`src/rtl/key_pkg.sv`:
```
// rtl/key_pkg.sv - shared types and helpers for the key debounce block
package key_pkg;

  typedef enum logic [1:0] {
    IDLE       = 2'd0,
    PRESS_FILT = 2'd1,
    DOWN       = 2'd2,
    REL_FILT   = 2'd3
  } key_fsm_e;

  function automatic int ms_to_cyc(input int clk_hz, input int ms);
    return clk_hz / 1000 * ms;
  endfunction

  function automatic int cnt_width(input int max_val);
    return (max_val < 2) ? 1 : $clog2(max_val + 1);
  endfunction

endpackage

```
`src/rtl/key_debounce_ch.sv`:
```
// rtl/key_debounce_ch.sv - one key channel: synchroniser, debounce FSM, long-press counter
module key_debounce_ch
  import key_pkg::*;
#(
  parameter int DB_CYC   = 5,
  parameter int LONG_CYC = 20
) (
  input  logic clk,
  input  logic rst,
  input  logic key_n,
  output logic key_state,
  output logic key_press,
  output logic key_release,
  output logic key_long
);

  localparam int CW = cnt_width(LONG_CYC);
  localparam logic [CW-1:0] DB_LAST   = CW'(DB_CYC - 1);
  localparam logic [CW-1:0] LONG_LAST = CW'(LONG_CYC - 1);
  localparam logic [CW-1:0] LONG_MAX  = CW'(LONG_CYC);

  logic [1:0]    sync_q;
  logic          s;
  key_fsm_e      state, state_nxt;
  logic [CW-1:0] db_cnt, db_cnt_nxt;
  logic [CW-1:0] long_cnt, long_cnt_nxt;
  logic          press_nxt, release_nxt, long_nxt;

  assign s = sync_q[1];

  always_ff @(posedge clk) begin
    if (rst) begin
      sync_q      <= 2'b00;
      state       <= IDLE;
      db_cnt      <= '0;
      long_cnt    <= '0;
      key_state   <= 1'b0;
      key_press   <= 1'b0;
      key_release <= 1'b0;
      key_long    <= 1'b0;
    end else begin
      sync_q      <= {sync_q[0], ~key_n};
      state       <= state_nxt;
      db_cnt      <= db_cnt_nxt;
      long_cnt    <= long_cnt_nxt;
      key_state   <= (state_nxt == DOWN) || (state_nxt == REL_FILT);
      key_press   <= press_nxt;
      key_release <= release_nxt;
      key_long    <= long_nxt;
    end
  end

  // The long counter keeps running through a release filter so a short
  // release glitch does not shift the long-press event.
  always_comb begin
    state_nxt    = state;
    db_cnt_nxt   = db_cnt;
    long_cnt_nxt = long_cnt;
    press_nxt    = 1'b0;
    release_nxt  = 1'b0;
    long_nxt     = 1'b0;
    unique case (state)
      IDLE: begin
        db_cnt_nxt   = '0;
        long_cnt_nxt = '0;
        if (s) state_nxt = PRESS_FILT;
      end
      PRESS_FILT: begin
        if (!s) begin
          state_nxt = IDLE;
        end else if (db_cnt == DB_LAST) begin
          state_nxt    = DOWN;
          press_nxt    = 1'b1;
          db_cnt_nxt   = '0;
          long_cnt_nxt = '0;
        end else begin
          db_cnt_nxt = db_cnt + 1'b1;
        end
      end
      DOWN: begin
        if (long_cnt != LONG_MAX) long_cnt_nxt = long_cnt + 1'b1;
        if (long_cnt == LONG_LAST) long_nxt = 1'b1;
        if (!s) begin
          state_nxt  = REL_FILT;
          db_cnt_nxt = '0;
        end
      end
      REL_FILT: begin
        if (long_cnt != LONG_MAX) long_cnt_nxt = long_cnt + 1'b1;
        if (s) begin
          state_nxt = DOWN;
        end else if (db_cnt == DB_LAST) begin
          state_nxt   = IDLE;
          release_nxt = 1'b1;
        end else begin
          db_cnt_nxt = db_cnt + 1'b1;
        end
      end
      default: state_nxt = IDLE;
    endcase
  end

endmodule

```
`src/rtl/key_debounce_scan.sv`:
```
// rtl/key_debounce_scan.sv - parallel debounce of N_KEYS active-low push buttons
module key_debounce_scan
  import key_pkg::*;
#(
  parameter int N_KEYS      = 4,
  parameter int CLK_HZ      = 50_000_000,
  parameter int DEBOUNCE_MS = 20,
  parameter int LONG_MS     = 1000
) (
  input  logic              clk,
  input  logic              rst,
  input  logic [N_KEYS-1:0] key_n,
  output logic [N_KEYS-1:0] key_state,
  output logic [N_KEYS-1:0] key_press,
  output logic [N_KEYS-1:0] key_release,
  output logic [N_KEYS-1:0] key_long
);

  localparam int DB_CYC   = ms_to_cyc(CLK_HZ, DEBOUNCE_MS);
  localparam int LONG_CYC = ms_to_cyc(CLK_HZ, LONG_MS);

  if (DEBOUNCE_MS < 1 || LONG_MS <= DEBOUNCE_MS || N_KEYS < 1 || N_KEYS > 8) begin : g_param_check
    $fatal(1, "key_debounce_scan: need 1 <= N_KEYS <= 8 and LONG_MS > DEBOUNCE_MS >= 1");
  end

  for (genvar i = 0; i < N_KEYS; i++) begin : g_key
    key_debounce_ch #(
      .DB_CYC  (DB_CYC),
      .LONG_CYC(LONG_CYC)
    ) u_ch (
      .clk        (clk),
      .rst        (rst),
      .key_n      (key_n[i]),
      .key_state  (key_state[i]),
      .key_press  (key_press[i]),
      .key_release(key_release[i]),
      .key_long   (key_long[i])
    );
  end

endmodule

```
`config.mk`:
```
export PLATFORM = sky130hd
export DESIGN_NAME = key_debounce_scan
export DESIGN_NICKNAME = d
export VERILOG_FILES = /design/src/rtl/key_pkg.sv /design/src/rtl/key_debounce_ch.sv /design/src/rtl/key_debounce_scan.sv
export SDC_FILE = /design/constraint.sdc
export NUM_CORES = 1
export LEC_CHECK = 0
export ABC_AREA = 1
export BUFFER_PORTS_ARGS = -buffer_cell sky130_fd_sc_hd__buf_2
export CAP_MARGIN = 20
export CORE_ASPECT_RATIO = 1.1
export CORE_MARGIN = 1
export CORE_UTILIZATION = 25
export CTS_CLUSTER_DIAMETER = 80
export DETAILED_ROUTE_END_ITERATION = 10
export GPL_TIMING_DRIVEN = 0
export HOLD_SLACK_MARGIN = 0.02
export PLACE_DENSITY = 0.4
export SYNTH_ARGS = -nofsm -noshare
export SYNTH_HDL_FRONTEND = slang
export SYNTH_SLANG_ARGS = --single-unit
```
`constraint.sdc`:
```
create_clock -name clk -period 2.88 [get_ports clk]
set_input_delay 0.288 -clock clk [delete_from_list [all_inputs] [get_ports clk]]
set_output_delay 0.288 -clock clk [all_outputs]
set_load 0.01 [all_outputs]
```
==> results.cfg <==
[sta]
maxSlewHeadroom = 0.3031
hold_violations = 0
worst_pin_slew_ps = 1045
finalMaxSlewViolations = 0
grt_setup_unrepaired = no
skew_ps = 15.71
fin_crit_ps = 2231
setup_viol = 0
fmax_ghz = 0.4483
setup-tns-final_ps = 0
fin_crit_sh = 0.7745

[die]
initial_core_util = 0.2543
fp.dieH_microns = 264.2
dieArea_sq_um = 63510
coreArea_sq_um = 61450
die_x_microns = 240.4
rows = 95
num_io_pins = 22

[global_routing]
grt_max_degree = 12
grt_pass1_wl_mm = 81.86
grt_use_total = 0.1613
grt_pass1_vias = 15405
antenna_found_initial = 0
grt_overflow_total = 0

[power]
p_switching_mw = 1.832
sequentialPowerShare = 0.430
power.share.switching = 0.2360
p_int_mw = 5.929
ir_drop_mv = 0.2842
leakage_nw = 6.334
p_per_area_nw_per_um2 = 433.8
p_clk_frac = 0.539
pwr-share-comb = 0.031

[detailed_routing]
route.detailed.drc = 0
drt-pass1-iter-count = 6
drt_iter0_drc = 928
final_antenna_net_count = 0
wire_per_inst_microns = 14.36
wirelength_mm = 51.20
dr_total_vias = 16225
viasPerCell = 4.552

[synthesis]
syn_inst = 2659
synth_nets = 2677
syn-cell-area_sq_um = 15630
ys_seq_elements = 240
synth_cell_type_count = 42
synth_warnings = 0
seq_area_frac_synth = 0.3075
synth_edf_count = 0
syn_avg_cell_area_sq_um = 5.877
async_flop_share = 0
synth_flop_cell = dfxtp_1

[worst_setup_path]
slowest_stage = dfxtp_1
cp_cell_sequence = ha_1, inv_2, nor2_4, nand3_2, nor2_4, nand3_2, nand2_4, inv_2, buf_2, a21oi_1, nor2_1
cp-start-kind = flip-flop
cp.required_ps = 3310
crit_type = flip-flop to flip-flop
end_kind = flip-flop
path_max_fanout = 10
crit_arrival_ps = 2660
slowest_delay_ps = 380

[cells_and_area]
area_growth_pct = 14.50
num_antenna_cells = 0
layout_commonest_cell = nand2_1
final_cell_area_sq_um = 17890
fillerInstances = 6959
most-common-layout-cells = nand2_1 (899), nor2_1 (425), inv_1 (273)
drive_gt1_frac = 0.07482
final_net_count = 2737

[clock_network]
insertion_delay_ps = 540
numCtsBuffers = 34
path_clk_slew_ps = 60
clock_path_buffers = 3
cts_tree = yes
cts_max_level = 2
cts.sink_count = 240
cts_root_buffer = clkbuf_16
post-cts-setup-buffer-count = 0

[placement]
dp_hpwl_mm = 38.75
place_area_sq_um = 16760
gp_congestion = 0.9054
portBuffers = 20

[hold_path]
hold_path.class = input port to flip-flop

[run]
max-cap-violations = 0

[status]
outcome = completed
-- worst max-delay path, delay by kind of cell (launching register included) --
kind	cells	cell delay (ps)
compound gates	1	160
simple gates	6	850
flops	1	380
fa+ha+maj	1	280
buf+inv	3	430
-- final cells by class --
cell class,instances,area [sq um],share of cell area
buffer,79,481.7,0.02692
inverter,287,1077,0.06021
clock buffer,45,973.4,0.05441
sequential,240,4805,0.2685
clock inverter,12,121.4,0.006783
timing repair buffer,24,140.1,0.007832
multi-input combinational,2053,9263,0.5177
tap,824,1031,0.05762
-- cell usage after synthesis (6+ instances only) --
cell        n  area [sq um]
a21o_1      6         45.04
a21oi_1   190         950.9
buf_2      10         50.05
buf_4      24         180.2
buf_6      11         123.9
clkbuf_1   32         120.1
dfxtp_1   240          4805
ha_1       12         150.1
inv_1     273          1025
inv_2      11         41.29
nand2_1   899          3374
nand2_2    21         131.4
nand2_4     6         67.56
nand3_1   204          1021
nand4_1    56         350.3
nor2_1    425          1595
nor2_2     16         100.1
nor2_4     11         123.9
nor3_1     54         270.3
nor4_1      8         50.05
o21ai_0    49         245.2
o21bai_1    7         52.55
or2_2       8         50.05
xnor2_1     9         78.83
xor2_1     39         341.6
-- power groups by stage --
stage / registers, mW / clock network (mW) / logic [mW]
after floorplan: 3.41 / 0 / 0.139
after global placement: 3.41 / 0 / 0.242
after detailed placement: 3.41 / 0 / 0.241
after CTS: 3.34 / 4.37 / 0.246
after global routing: 3.34 / 4.49 / 0.263
final: 3.34 / 4.18 / 0.238
-- flip-flops by register name (all words and copies together), names as in the netlist --
name,count
g_key.u_ch.key_state,4
g_key.u_ch.key_release,4
g_key.u_ch.db_cnt,104
g_key.u_ch.sync_q,8
g_key.u_ch.state,8
g_key.u_ch.long_cnt,104
g_key.u_ch.key_press,4
g_key.u_ch.key_long,4
-- path summary, 6_finish.rpt --
path / depth (start not counted) / slack (ps) / from / endpoint
setup / recovery: 11 / 650 / g_key[1].u_ch.db_cnt[0] / g_key[1].u_ch.db_cnt[23]
hold / removal: 4 / 320 / rst / g_key[1].u_ch.db_cnt[22]
setup reg to reg: 11 / 650 / g_key[1].u_ch.db_cnt[0] / g_key[1].u_ch.db_cnt[23]
hold reg to reg: 2 / 400 / g_key[3].u_ch.sync_q[0] / g_key[3].u_ch.sync_q[1]
-- logic make-up after synthesis --
family          synth area share
flops                     0.3075
xor+xnor                 0.02690
buf+inv                  0.09977
fa+ha+maj               0.009608
simple gates              0.4667
compound gates           0.08952
-- metrics by stage --
step | instances | setup slack (ps) | utilization | hold WS (ps) | power, mW
2_1_floorplan | 2659 | 1155 | - | 354.7 | 3.548
3_3_place_gp | 3503 | 263.7 | 0.2727 | 396.8 | 3.654
3_5_place_dp | 3503 | 249.9 | 0.2727 | 397.7 | 3.653
4_1_cts | 3564 | 608.2 | 0.2912 | 297.2 | 7.959
5_1_grt | 3564 | 447.5 | 0.2912 | 406.4 | 8.091
6_report | 3564 | 649.3 | 0.2912 | 317.9 | 7.761
-- timing repair --
item,in CTS,in global routing
hold buffers,4,0
gates resized for setup,0,0
hold endpoints to repair,4,0
-- metal layers --
layer  vias up  share of wire  track usage
li1       8522              -            -
met1      7404           0.47       0.2081
met2       229           0.47       0.2747
met3        70          0.035      0.02508
met4         0          0.023      0.04631
met5         -              0            0
Power figures use the tool's default switching activity.
